File: src/rtl/ascii_pkg.sv
// Shared ASCII definitions for the case-conversion blocks.
// Holds the letter bounds, the case bit position and the byte type.
package ascii_pkg;

    typedef logic [7:0] ascii_t;

    localparam ascii_t ASCII_UC_A     = 8'h41;
    localparam ascii_t ASCII_UC_Z     = 8'h5A;
    localparam int     ASCII_CASE_BIT = 5;
    localparam ascii_t ASCII_NUL      = 8'h00;

endpackage

File: src/rtl/to_lower_gate.sv
// Gate-level upper-to-lower ASCII mapper, the mirror image of the toUpper gate.
// Sets the case bit only for 'A'..'Z' and passes every other byte through.
module to_lower_gate
    import ascii_pkg::*;
(
    input  ascii_t ascii_in,
    output ascii_t ascii_out,
    output logic   is_upper
);

    wire       n_b7;
    wire       n_b5;
    wire       low_nz;
    wire       low_b10;
    wire       low_b210;
    wire       low_gt26;
    wire       low_le26;
    wire       upper_w;
    wire [7:0] out_w;

    // 0x41..0x5A is 010x_xxxx with the low five bits in 1..26
    not g_n7  (n_b7, ascii_in[7]);
    not g_n5  (n_b5, ascii_in[5]);
    or  g_nz  (low_nz, ascii_in[4], ascii_in[3], ascii_in[2], ascii_in[1], ascii_in[0]);
    and g_b10 (low_b10, ascii_in[1], ascii_in[0]);
    or  g_b2  (low_b210, ascii_in[2], low_b10);
    and g_gt  (low_gt26, ascii_in[4], ascii_in[3], low_b210);
    not g_le  (low_le26, low_gt26);
    and g_up  (upper_w, n_b7, ascii_in[6], n_b5, low_nz, low_le26);

    for (genvar i = 0; i < 8; i++) begin : g_bit
        if (i == ASCII_CASE_BIT) begin : g_case
            or g_or (out_w[i], ascii_in[i], upper_w);
        end else begin : g_pass
            buf g_buf (out_w[i], ascii_in[i]);
        end
    end

    assign ascii_out = out_w;
    assign is_upper  = upper_w;

endmodule

File: src/rtl/to_lower_stream.sv
// Streaming ASCII lower-case converter with a small output FIFO and byte statistics.
// Bytes are converted on the way in, buffered, and returned oldest first.
module to_lower_stream
    import ascii_pkg::*;
#(
    parameter int DEPTH = 4,
    parameter int CNT_W = 16
) (
    input  logic             clk,
    input  logic             rst_n,
    input  logic             in_valid,
    output logic             in_ready,
    input  logic [7:0]       in_data,
    output logic             out_valid,
    input  logic             out_ready,
    output logic [7:0]       out_data,
    input  logic             cnt_clr,
    output logic [CNT_W-1:0] byte_cnt,
    output logic [CNT_W-1:0] conv_cnt
);

    localparam int IDX_W = $clog2(DEPTH);
    localparam int PTR_W = IDX_W + 1;

    localparam logic [1:0] ST_EMPTY   = 2'd0;
    localparam logic [1:0] ST_PARTIAL = 2'd1;
    localparam logic [1:0] ST_FULL    = 2'd2;

    logic [PTR_W-1:0] wr_ptr;
    logic [PTR_W-1:0] rd_ptr;
    ascii_t           mem [DEPTH];
    logic [1:0]       state;
    ascii_t           conv_byte;
    logic             conv_upper;
    logic             push;
    logic             pop;

    to_lower_gate u_gate (
        .ascii_in  (in_data),
        .ascii_out (conv_byte),
        .is_upper  (conv_upper)
    );

    // Occupancy is read straight off the extra pointer bit; no separate count register
    always_comb begin
        state = ST_PARTIAL;
        if (wr_ptr == rd_ptr) begin
            state = ST_EMPTY;
        end else if ((wr_ptr[PTR_W-1] != rd_ptr[PTR_W-1]) &&
                     (wr_ptr[IDX_W-1:0] == rd_ptr[IDX_W-1:0])) begin
            state = ST_FULL;
        end
    end

    assign in_ready  = (state != ST_FULL);
    assign out_valid = (state != ST_EMPTY);
    assign push      = in_valid & in_ready;
    assign pop       = out_valid & out_ready;
    assign out_data  = out_valid ? mem[rd_ptr[IDX_W-1:0]] : ASCII_NUL;

    always_ff @(posedge clk or negedge rst_n) begin
        if (!rst_n) begin
            wr_ptr <= '0;
            rd_ptr <= '0;
        end else begin
            if (push) begin
                wr_ptr <= wr_ptr + 1'b1;
            end
            if (pop) begin
                rd_ptr <= rd_ptr + 1'b1;
            end
        end
    end

    // Storage needs no reset: it is only visible through out_data while out_valid
    always_ff @(posedge clk) begin
        if (push) begin
            mem[wr_ptr[IDX_W-1:0]] <= conv_byte;
        end
    end

    always_ff @(posedge clk or negedge rst_n) begin
        if (!rst_n) begin
            byte_cnt <= '0;
            conv_cnt <= '0;
        end else if (cnt_clr) begin
            byte_cnt <= '0;
            conv_cnt <= '0;
        end else if (push) begin
            byte_cnt <= byte_cnt + 1'b1;
            conv_cnt <= conv_cnt + {{(CNT_W-1){1'b0}}, conv_upper};
        end
    end

endmodule

File: config.mk
export PLATFORM = sky130hd
export DESIGN_NAME = to_lower_stream
export DESIGN_NICKNAME = d
export VERILOG_FILES = /design/src/rtl/ascii_pkg.sv /design/src/rtl/to_lower_gate.sv /design/src/rtl/to_lower_stream.sv
export SDC_FILE = /design/constraint.sdc
export NUM_CORES = 1
export LEC_CHECK = 0
export CORE_ASPECT_RATIO = 0.7
export CORE_MARGIN = 4
export CORE_UTILIZATION = 53
export CTS_CLUSTER_DIAMETER = 80
export CTS_CLUSTER_SIZE = 25
export DETAILED_ROUTE_END_ITERATION = 8
export HOLD_SLACK_MARGIN = 0.02
export PLACE_DENSITY = 0.87
export REMOVE_ABC_BUFFERS = 1
export SLEW_MARGIN = 20
export SYNTH_ARGS = -nofsm -noshare
export SYNTH_HDL_FRONTEND = slang
export SYNTH_SLANG_ARGS = --single-unit
File: constraint.sdc
create_clock -name clk -period 2.4 [get_ports clk]
set_input_delay 0.48 -clock clk [delete_from_list [all_inputs] [get_ports clk]]
set_output_delay 0.48 -clock clk [all_outputs]
set_load 0.03 [all_outputs]
---- Word level (Yosys, flattened, before mapping) ----
Memories as Yosys holds them, arrays and structs flattened.
Index checks and enable logic that the tools add are counted.
cells by class
  multiplexer cells ....................... 9
  multipliers ............................. 0
  magnitude comparators ................... 0
  bitwise gates (word level) .............. 8
  reductions and logical operators ........ 6
  div/mod/pow operators ................... 0
  add/sub/neg operators ................... 4
  eq/ne operators ......................... 4
  shift operators ......................... 0
operators by type and width
  cell                                                             count
  16-bit two-way mux                                               4
  16-bit by 1-bit adder with 16-bit output                         1
  16-bit by 1-bit adder with 16-bit output, second input constant  1
  8-bit two-way mux                                                1
  3-bit by 1-bit adder with 3-bit output, second input constant    2
  5-bit AND reduction                                              1
  5-bit OR reduction                                               1
  2-bit two-way mux                                                2
  2-bit nonzero test                                               2
  1-bit AND                                                        3
  3-bit equality test                                              1
  1-bit NOT                                                        3
  3-bit AND reduction                                              1
  2-bit equality test                                              1
  1-bit two-way mux                                                2
  2-bit inequality test, second input constant                     1
  1-bit bitwise OR                                                 2
  1-bit logical AND                                                1
  1-bit inequality test                                            1
storage, ports and cells
  ROM bits ................................ 0
  memories ................................ 1
  output and inout port bits .............. 42
  bits in latches ......................... 0
  register bits after elaboration ......... 38
  bits in writable memories ............... 32
memory list
  name  words  bits a word  rd ports  clocked after memory_dff  write ports  RTL line               text
  mem   4      8            1         0                         1            to_lower_stream.sv:31  ascii_t mem [DEPTH];

---- Longest topological paths before layout ----
Gate-level depths: netlist (run 1).
  depth in word-level cells ............... 8
  gate-level depth with buffers ........... 9
  depth with buffers taken out ............ 8

---- Modules after synthesis ----
A second synthesis (run 1) with hierarchy kept.
second synthesis, totals
  cells, all modules ...................... 286
  area, all modules ....................... 3417.0 um2
by module, submodules not included
  module           cells an instance  instances  area an instance (um2)  seq. area each (um2)
  to_lower_stream  272                1          3316.9                  1911.8
  to_lower_gate    14                 1          100.1                   0.0

---- Worst setup path before layout (run 1) ----
OpenSTA, ideal clock, no wires.
  path type ............................... input port to flip-flop
  from .................................... in in_data[0]
  to ...................................... reg conv_cnt[11]
  buffers on the path ..................... 0
  path slack .............................. 0.091 ns
  setup time .............................. 0.125 ns
  stages .................................. 7
  arrival time ............................ 2.184 ns
  path through ............................ a21oi_1 -> o22ai_1 -> nor4b_1 -> ha_1 -> nand4_1 -> nor4b_1 -> mux2_2
between the ends
  word-level cells in the longest chain between the ends .. 8
RTL lines
  item                                          RTL line               text
  start, declared                               to_lower_stream.sv:13  input logic [7:0] in_data,
  1-bit AND                                     to_lower_gate.sv:25    and g_b10 (low_b10, ascii_in[1], ascii_in[0]);
  1-bit bitwise OR                              to_lower_gate.sv:26    or g_b2 (low_b210, ascii_in[2], low_b10);
  3-bit AND reduction                           to_lower_gate.sv:27    and g_gt (low_gt26, ascii_in[4], ascii_in[3], low_b210);
  1-bit NOT                                     to_lower_gate.sv:28    not g_le (low_le26, low_gt26);
  5-bit AND reduction (*)                       to_lower_gate.sv:29    and g_up (upper_w, n_b7, ascii_in[6], n_b5, low_nz, low_le26);
  16-bit by 1-bit adder with 16-bit output (*)  to_lower_stream.sv:91  conv_cnt <= conv_cnt + {{(CNT_W-1){1'b0}}, conv_upper};
  16-bit two-way mux (*)                        to_lower_stream.sv:89  end else if (push) begin
  16-bit two-way mux (*)                        to_lower_stream.sv:86  end else if (cnt_clr) begin
  end signal, assigned                          to_lower_stream.sv:91
  end, declared                                 to_lower_stream.sv:19  output logic [CNT_W-1:0] conv_cnt
Every way passes the cells marked *; elsewhere a longest branch is shown, timed or not. The select of a mux whose other input is x is not followed.
A chain may end at the register's enable or synchronous reset.

---- Worst setup path in the final report (run 1) ----
  from .................................... in in_data[7]
  to ...................................... reg conv_cnt[11]
between the ends
  word-level cells in the longest chain between the ends .. 5
RTL lines
  item                                      RTL line               text
  1-bit NOT                                 to_lower_gate.sv:22    not g_n7 (n_b7, ascii_in[7]);
  5-bit AND reduction                       to_lower_gate.sv:29
  16-bit by 1-bit adder with 16-bit output  to_lower_stream.sv:91
  16-bit two-way mux                        to_lower_stream.sv:89
  16-bit two-way mux                        to_lower_stream.sv:86
Every way passes these cells. The select of a mux whose other input is x is not followed.

==> load_flow_metrics.sql, run 1 <==
INSERT INTO impl_metrics (metric_group, metric, value, unit) VALUES
('critical_path', 'crit_buf_inv', '1', ''),
('floorplan', 'die_y', '74.5', 'um'),
('power_and_ir_drop', 'vdd_drop_max', '504', 'uV'),
('synthesis', 'avgSynthCellArea', '12.2', 'sq um'),
('critical_path', 'worst_path_max_delay_cell', 'sky130_fd_sc_hd__clkdlybuf4s50_1', ''),
('final_layout', 'post-route-cell-area', '0.00440', 'sq mm'),
('floorplan', 'design.die.area', '0.00767', 'sq mm'),
('floorplan', 'ioPinCount', '55', ''),
('sta', 'timing.final.crit_period', '2380', 'ps'),
('place', 'dpl_cell_area', '0.00415', 'sq mm'),
('sta', 'setup_violations', '0', ''),
('route', 'drtAntennaViolNets', '0', ''),
('synthesis', 'yosysTopAreaCell', 'sky130_fd_sc_hd__edfxtp_1', ''),
('sta', 'clock_skew', '4.91', 'ps'),
('sta', 'hold_viol_final', '0', ''),
('critical_path', 'top_family_by_delay_on_critical_path', 'simple AND/OR/NAND/NOR gates', ''),
('route', 'routed_wirelength', '8770', 'um'),
('floorplan', 'area_inside_the_core_boundary', '0.00593', 'sq mm'),
('critical_path', 'reg2reg_setup_slack', '400', 'ps'),
('final_layout', 'insertedDiodeCount', '0', ''),
('clock_tree', 'worst_skew_pair.late_latency', '340', 'ps'),
('critical_path', 'arrival_time_reported_for_the_critical_path_endpoint', '2610', 'ps'),
('grt', 'grt_start_max_net_pins', '39', ''),
('sta', 'grt_setup_unrepaired', 'yes', ''),
('synthesis', 'postSynth.asyncResetShare', '0.543', ''),
('floorplan', 'die_w', '103', 'um'),
('critical_path', 'endpoint_kind', 'register', ''),
('route', 'drt-vias-per-instance', '6.26', ''),
('power_and_ir_drop', 'powerDensity', '1030', 'mW/mm^2'),
('critical_path', 'worstSetupStartpointType', 'primary input', ''),
('sta', 'timing.max_slew.rel_slack', '0.420', ''),
('sta', 'period_share', '0.992', ''),
('grt', 'grt.total_usage', '0.253', ''),
('final_layout', 'design.final.nets', '379', ''),
('place', 'numPlacedInstances', '419', ''),
('synthesis', 'synth.top_cell.area_share', '0.287', ''),
('clock_tree', 'cts_root_buf', 'sky130_fd_sc_hd__clkbuf_8', ''),
('clock_tree', 'cts_made_buffers', '9', ''),
('sta', 'timing.hold.ws', '249', 'ps'),
('grt', 'grt_first_pass_wirelength', '14500', 'um'),
('clock_tree', 'cts.sink_count', '70', ''),
('synthesis', 'syn_inst', '274', ''),
('place', 'dp_hpwl', '5720', 'um'),
('critical_path', 'cp_max_fo', '4', ''),
('synthesis', 'synth_top_cells_by_area', 'sky130_fd_sc_hd__edfxtp_1 29%, sky130_fd_sc_hd__dfrtp_1 28%, sky130_fd_sc_hd__mux4_2 5.4%, sky130_fd_sc_hd__a21oi_1 3.6%, sky130_fd_sc_hd__ha_1 3.0%', ''),
('flow_run', 'max_cap_violations', '0', ''),
('final_layout', 'drive_above_1_share', '0.221', ''),
('status', 'run_status', 'finished, final reports clean', ''),
('critical_path', 'crit_path_class', 'primary input to register', ''),
('floorplan', 'start_util', '0.565', ''),
('grt', 'grt_pass1_vias', '2807', ''),
('synthesis', 'ys.flop_type', 'sky130_fd_sc_hd__dfrtp_1', ''),
('final_layout', 'synthToLayoutAreaGrowth', '31.4', '%'),
('place', 'place_congestion', '0.843', ''),
('synthesis', 'yosys_warnings', '0', ''),
('synthesis', 'synthMostInstantiatedCell', 'sky130_fd_sc_hd__dfrtp_1', ''),
('power_and_ir_drop', 'power.static_leakage', '0.00164', 'uW'),
('place', 'count_of_buffers_from_port_buffering', '54', ''),
('sta', 'slew_viol_final', '0', ''),
('critical_path', 'crit_required', '2630', 'ps'),
('floorplan', 'placementRows', '23', ''),
('sta', 'timing_limited_maximum_frequency', '420', 'MHz'),
('synthesis', 'synth_edf_count', '32', ''),
('route', 'num_vias', '2736', ''),
('sta', 'tightestPinTransition', '870', 'ps'),
('final_layout', 'fin_cells', '437', ''),
('clock_tree', 'cts.reportedPaths.clkPinSlew', '70', 'ps'),
('route', 'detail_route.drc_violations', '0', ''),
('grt', 'antenna_found_initial', '0', ''),
('min_path', 'hp-class', 'primary input to async pin', ''),
('synthesis', 'yosys-top-cells-count', '38 x sky130_fd_sc_hd__dfrtp_1, 32 x sky130_fd_sc_hd__edfxtp_1, 24 x sky130_fd_sc_hd__a21oi_1', '');
-- worst paths after layout --
kind | startpoint | endpoint | depth (start not counted)
max in group asynchronous | rst_n | rd_ptr[0]$_DFFE_PN0P_ | 1
setup / recovery | in_data[7] | conv_cnt[11]$_DFFE_PN0P_ | 6
setup reg to reg | rd_ptr[0]$_DFFE_PN0P_ | mem[1][3]$_DFFE_PP_ | 5
hold reg to reg | conv_cnt[3]$_DFFE_PN0P_ | conv_cnt[3]$_DFFE_PN0P_ | 2
min in group clk | in_data[0] | mem[2][0]$_DFFE_PP_ | 1
hold / removal | rst_n | conv_cnt[13]$_DFFE_PN0P_ | 1
-- cell families (layout without fill, tap and decap cells) --
group | after synthesis | count (layout) | share of synthesized area
adders and majority gates | 8 | 8 | 0.0299
buffers and inverters | 19 | 107 | 0.0228
and+or+nand+nor | 94 | 94 | 0.164
xor gates and xnor gates | 14 | 14 | 0.0411
muxes | 12 | 12 | 0.0673
DFF | 70 | 70 | 0.571
AOI/OAI and AO/OA | 57 | 57 | 0.104
-- through the flow --
step	utilization	total power (uW)	setup WS (ps)
finish	0.742	4540	19.5
global route	0.742	4760	-1.15
CTS	0.742	4530	3.68
detailed placement	0.700	3650	-787
global placement	0.700	3570	-693
floorplan	-	2730	-18.4
-- worst reg2reg max path: stages, from the launching register on --
cell and delay (ps):
sky130_fd_sc_hd__dfrtp_2 440, sky130_fd_sc_hd__buf_4 160, sky130_fd_sc_hd__xor2_1 170, sky130_fd_sc_hd__buf_4 180, sky130_fd_sc_hd__o31a_1 240, sky130_fd_sc_hd__and2_1 460
-- cells in the final DEF, fill, tap and decap left out, types with 4 or more instances in the layout --
master and n:
sky130_fd_sc_hd__o21ai_0 12, sky130_fd_sc_hd__inv_1 7, sky130_fd_sc_hd__or3_1 11, sky130_fd_sc_hd__mux2_2 4, sky130_fd_sc_hd__nor2_1 7, sky130_fd_sc_hd__a21oi_1 24
sky130_fd_sc_hd__and2_1 13, sky130_fd_sc_hd__clkbuf_8 10, sky130_fd_sc_hd__xor2_1 4, sky130_fd_sc_hd__o31ai_1 10, sky130_fd_sc_hd__ha_1 6, sky130_fd_sc_hd__dfrtp_1 37
sky130_fd_sc_hd__or4_1 11, sky130_fd_sc_hd__xnor2_1 8, sky130_fd_sc_hd__and3_1 4, sky130_fd_sc_hd__edfxtp_1 32, sky130_fd_sc_hd__nand3_1 11, sky130_fd_sc_hd__buf_4 29
sky130_fd_sc_hd__clkdlybuf4s15_2 8, sky130_fd_sc_hd__nand2_1 15, sky130_fd_sc_hd__mux4_2 8, sky130_fd_sc_hd__dlygate4sd2_1 5, sky130_fd_sc_hd__clkdlybuf4s50_1 38, sky130_fd_sc_hd__nand4_1 8
-- metal layers --
layer	up-vias	GRT usage	part of all wire	wire, um
met2	148	0.406	0.50	4340
li1	1214	-	-	-
met3	34	0.0759	0.077	677
met4	0	0.0920	0.027	241
met1	1340	0.329	0.40	3510
met5	-	0	0	0
-- registers in the layout, summed over array words and instances (netlist names) --
signal	flops
mem	32
byte_cnt	16
wr_ptr	3
conv_cnt	16
rd_ptr	3
-- layout make-up --
cell class,count,area (sq um)
well taps,75,93.8
flip-flops and latches,70,1910
repair buffers,85,778
clock buffers,10,138
inverters,7,26.3
fillers,365,1530
clock inverters,5,50.0
multi-input cells,185,1400
-- report_power, final --
part / switching [uW] / internal, uW
registers: 125 / 1460
logic: 1170 / 854
clock network: 430 / 494
-- repair_timing --
item,in CTS,in global routing
gates resized for setup,43,7
endpoints found under the setup margin,25,18
setup buffers,2,0
hold buffers,0,0
cloned,1,0
pin swaps,6,2
Power figures use the tool's default switching activity.
==> run 2, diff against run 1 <==
--- a/config.mk
+++ b/config.mk
@@ -5,13 +5,14 @@
 export SDC_FILE = /design/constraint.sdc
 export NUM_CORES = 1
 export LEC_CHECK = 0
-export CORE_ASPECT_RATIO = 0.7
+export CORE_ASPECT_RATIO = 0.8
 export CORE_MARGIN = 4
 export CORE_UTILIZATION = 53
 export CTS_CLUSTER_DIAMETER = 80
 export CTS_CLUSTER_SIZE = 25
 export DETAILED_ROUTE_END_ITERATION = 8
 export HOLD_SLACK_MARGIN = 0.02
+export MAX_ROUTING_LAYER = met4
 export PLACE_DENSITY = 0.87
 export REMOVE_ABC_BUFFERS = 1
 export SLEW_MARGIN = 20
==> run 2 against run 1 <==
  * Clock-buffer cell count unchanged
  * Cell area rose by 1.2%
  * Clock skew increased by 0.55 ps
  * Sequential power about the same
  * Setup slack lost 16 ps
  * Sequential share of layout area down 0.53 points
  * Critical path type unchanged
  * Highest routed layer unchanged
==> load_flow_metrics.sql, run 2 (synthesized netlist as in run 1, its figures left out) <==
INSERT INTO impl_metrics (metric_group, metric, value, unit) VALUES
('clock_tree', 'cts_made_buffers', '9', ''),
('power_and_ir_drop', 'powerDensity', '1050', 'mW/mm^2'),
('clock_tree', 'worst_skew_pair.late_latency', '340', 'ps'),
('sta', 'timing.max_slew.rel_slack', '0.431', ''),
('sta', 'timing.final.crit_period', '2400', 'ps'),
('route', 'routed_wirelength', '8430', 'um'),
('place', 'dp_hpwl', '5570', 'um'),
('critical_path', 'arrival_time_reported_for_the_critical_path_endpoint', '2670', 'ps'),
('clock_tree', 'tritoncts', 'done', ''),
('final_layout', 'post-route-cell-area', '0.00445', 'sq mm'),
('grt', 'grt_start_max_net_pins', '39', ''),
('sta', 'final.setup.worst_slack', '3.26', 'ps'),
('sta', 'setup_violations', '0', ''),
('grt', 'antenna_found_initial', '0', ''),
('sta', 'timing_limited_maximum_frequency', '417', 'MHz'),
('sta', 'slew_viol_final', '0', ''),
('final_layout', 'layout_commonest_cell', 'sky130_fd_sc_hd__dfrtp_1', ''),
('final_layout', 'synthToLayoutAreaGrowth', '33.0', '%'),
('power_and_ir_drop', 'power.static_leakage', '0.00168', 'uW'),
('grt', 'grt_pass1_vias', '2748', ''),
('power_and_ir_drop', 'vdd_drop_max', '603', 'uV'),
('route', 'drtAntennaViolNets', '0', ''),
('route', 'drt-wirelength-per-cell', '18.9', 'um'),
('place', 'place_congestion', '0.804', ''),
('critical_path', 'crit_required', '2670', 'ps'),
('grt', 'grt_first_pass_wirelength', '13800', 'um'),
('final_layout', 'fin_cells', '446', ''),
('clock_tree', 'cts.sink_count', '70', ''),
('place', 'count_of_buffers_from_port_buffering', '54', ''),
('clock_tree', 'htree_num_levels', '3', ''),
('min_path', 'hp-class', 'primary input to async pin', ''),
('final_layout', 'drive_above_1_share', '0.247', ''),
('place', 'numPlacedInstances', '427', ''),
('sta', 'timing.hold.ws', '238', 'ps'),
('sta', 'clock_skew', '5.46', 'ps'),
('floorplan', 'placementRows', '25', ''),
('route', 'drt_iter0_drc', '144', ''),
('route', 'drt-vias-per-instance', '6.02', ''),
('floorplan', 'ioPinCount', '55', ''),
('floorplan', 'design.die.area', '0.00766', 'sq mm'),
('clock_tree', 'maximum_buffer_depth_of_the_clock_tree', '2', ''),
('final_layout', 'insertedDiodeCount', '0', ''),
('clock_tree', 'cts_root_buf', 'sky130_fd_sc_hd__clkbuf_8', ''),
('status', 'run_status', 'finished, final reports clean', ''),
('final_layout', 'largest_reg_flops', '32', ''),
('floorplan', 'die_y', '79.1', 'um'),
('final_layout', 'design.final.nets', '381', ''),
('floorplan', 'area_inside_the_core_boundary', '0.00601', 'sq mm'),
('floorplan', 'die_w', '96.9', 'um'),
('route', 'num_vias', '2684', ''),
('sta', 'hold_viol_final', '0', ''),
('critical_path', 'worstSetupStartpointType', 'primary input', ''),
('critical_path', 'endpoint_kind', 'register', ''),
('sta', 'period_share', '0.999', ''),
('flow_run', 'max_cap_violations', '0', ''),
('grt', 'grt_overflow', '0', ''),
('route', 'dr.pass1.iters', '5', ''),
('clock_tree', 'cts.reportedPaths.clkPinSlew', '80', 'ps'),
('critical_path', 'cp_max_fo', '6', ''),
('route', 'detail_route.drc_violations', '0', ''),
('critical_path', 'crit_path_class', 'primary input to register', ''),
('place', 'placement_setup_slack', '-839', 'ps'),
('grt', 'grt.total_usage', '0.236', ''),
('floorplan', 'start_util', '0.557', ''),
('final_layout', 'final_cell_mix', '37 x sky130_fd_sc_hd__dfrtp_1, 36 x sky130_fd_sc_hd__clkdlybuf4s50_1, 32 x sky130_fd_sc_hd__edfxtp_1, 31 x sky130_fd_sc_hd__buf_4, 21 x sky130_fd_sc_hd__a21oi_1', ''),
('sta', 'tightestPinTransition', '853', 'ps'),
('place', 'dpl_cell_area', '0.00419', 'sq mm');
-- run 2: changes by cell type in the layout (fill, tap and decap cells not counted), moves of 2 or more --
cell / change
sky130_fd_sc_hd__a21oi_1: -3
sky130_fd_sc_hd__a21oi_2: +3
sky130_fd_sc_hd__clkdlybuf4s15_2: -7
sky130_fd_sc_hd__clkbuf_2: +2
sky130_fd_sc_hd__clkdlybuf4s50_1: -2
sky130_fd_sc_hd__buf_2: +5
sky130_fd_sc_hd__dlymetal6s2s_1: +2
sky130_fd_sc_hd__buf_4: +2
-- run 2: final timing paths --
kind | from | end | slack [ps] | cells after the start
worst max-delay path | in_data[4] | conv_cnt[8]$_DFFE_PN0P_ | 3 | 11
worst min-delay path | rst_n | byte_cnt[10]$_DFFE_PN0P_ | 240 | 1
worst max register to register | wr_ptr[0]$_DFFE_PN0P_ | mem[1][2]$_DFFE_PP_ | 290 | 5
worst min register to register | byte_cnt[14]$_DFFE_PN0P_ | byte_cnt[14]$_DFFE_PN0P_ | 570 | 2
max in group asynchronous | rst_n | rd_ptr[0]$_DFFE_PN0P_ | 1570 | 1
min in group clk | in_data[1] | mem[0][1]$_DFFE_PP_ | 410 | 1
-- run 2: where the power goes --
part / total [uW] / internal [uW] / leakage [uW] / switching, uW
clock network: 1030 / 584 / 0.000104 / 447
logic: 2050 / 854 / 0.000771 / 1190
registers: 1600 / 1460 / 0.000808 / 132
-- run 2: what timing repair did --
item / CTS / global route
buffers inserted: 1 / 2
setup endpoints to repair: 25 / 16
endpoints found under the hold margin: 0 / 0
hold buffers: 0 / 0
gates resized for setup: 42 / 29
pin swaps: 4 / 3
-- run 2: layout make-up --
class | count | area, sq um
flip-flops and latches | 70 | 1910
clock inverters | 6 | 85.1
fillers | 389 | 1550
inverters | 7 | 26.3
well taps | 81 | 101
clock buffers | 10 | 128
multi-input cells | 185 | 1440
repair buffers | 87 | 764
-- run 2: metrics by stage --
step	setup TNS [ps]	utilization	total power, uW
after floorplan	-18.4	-	2730
after global placement	-7630	0.697	3640
after detailed placement	-9960	0.697	3730
after CTS	0	0.740	4710
after global routing	-18.6	0.741	4910
final	0	0.741	4670
-- run 2: per-layer routing --
layer | track usage | share of wire
met1 | 0.298 | 0.42
met2 | 0.379 | 0.51
met3 | 0.0588 | 0.056
met4 | 0.0799 | 0.014
met5 | - | 0
-- run 2: critical path: stages --
cell and delay, ps:
sky130_fd_sc_hd__dlygate4sd2_1 310, sky130_fd_sc_hd__nand2_2 110, sky130_fd_sc_hd__o22ai_4 80, sky130_fd_sc_hd__nor4b_4 330
sky130_fd_sc_hd__ha_2 260, sky130_fd_sc_hd__and3_4 190, sky130_fd_sc_hd__o311ai_2 110, sky130_fd_sc_hd__buf_4 190
sky130_fd_sc_hd__buf_4 150, sky130_fd_sc_hd__or3_1 300, sky130_fd_sc_hd__a21oi_1 140
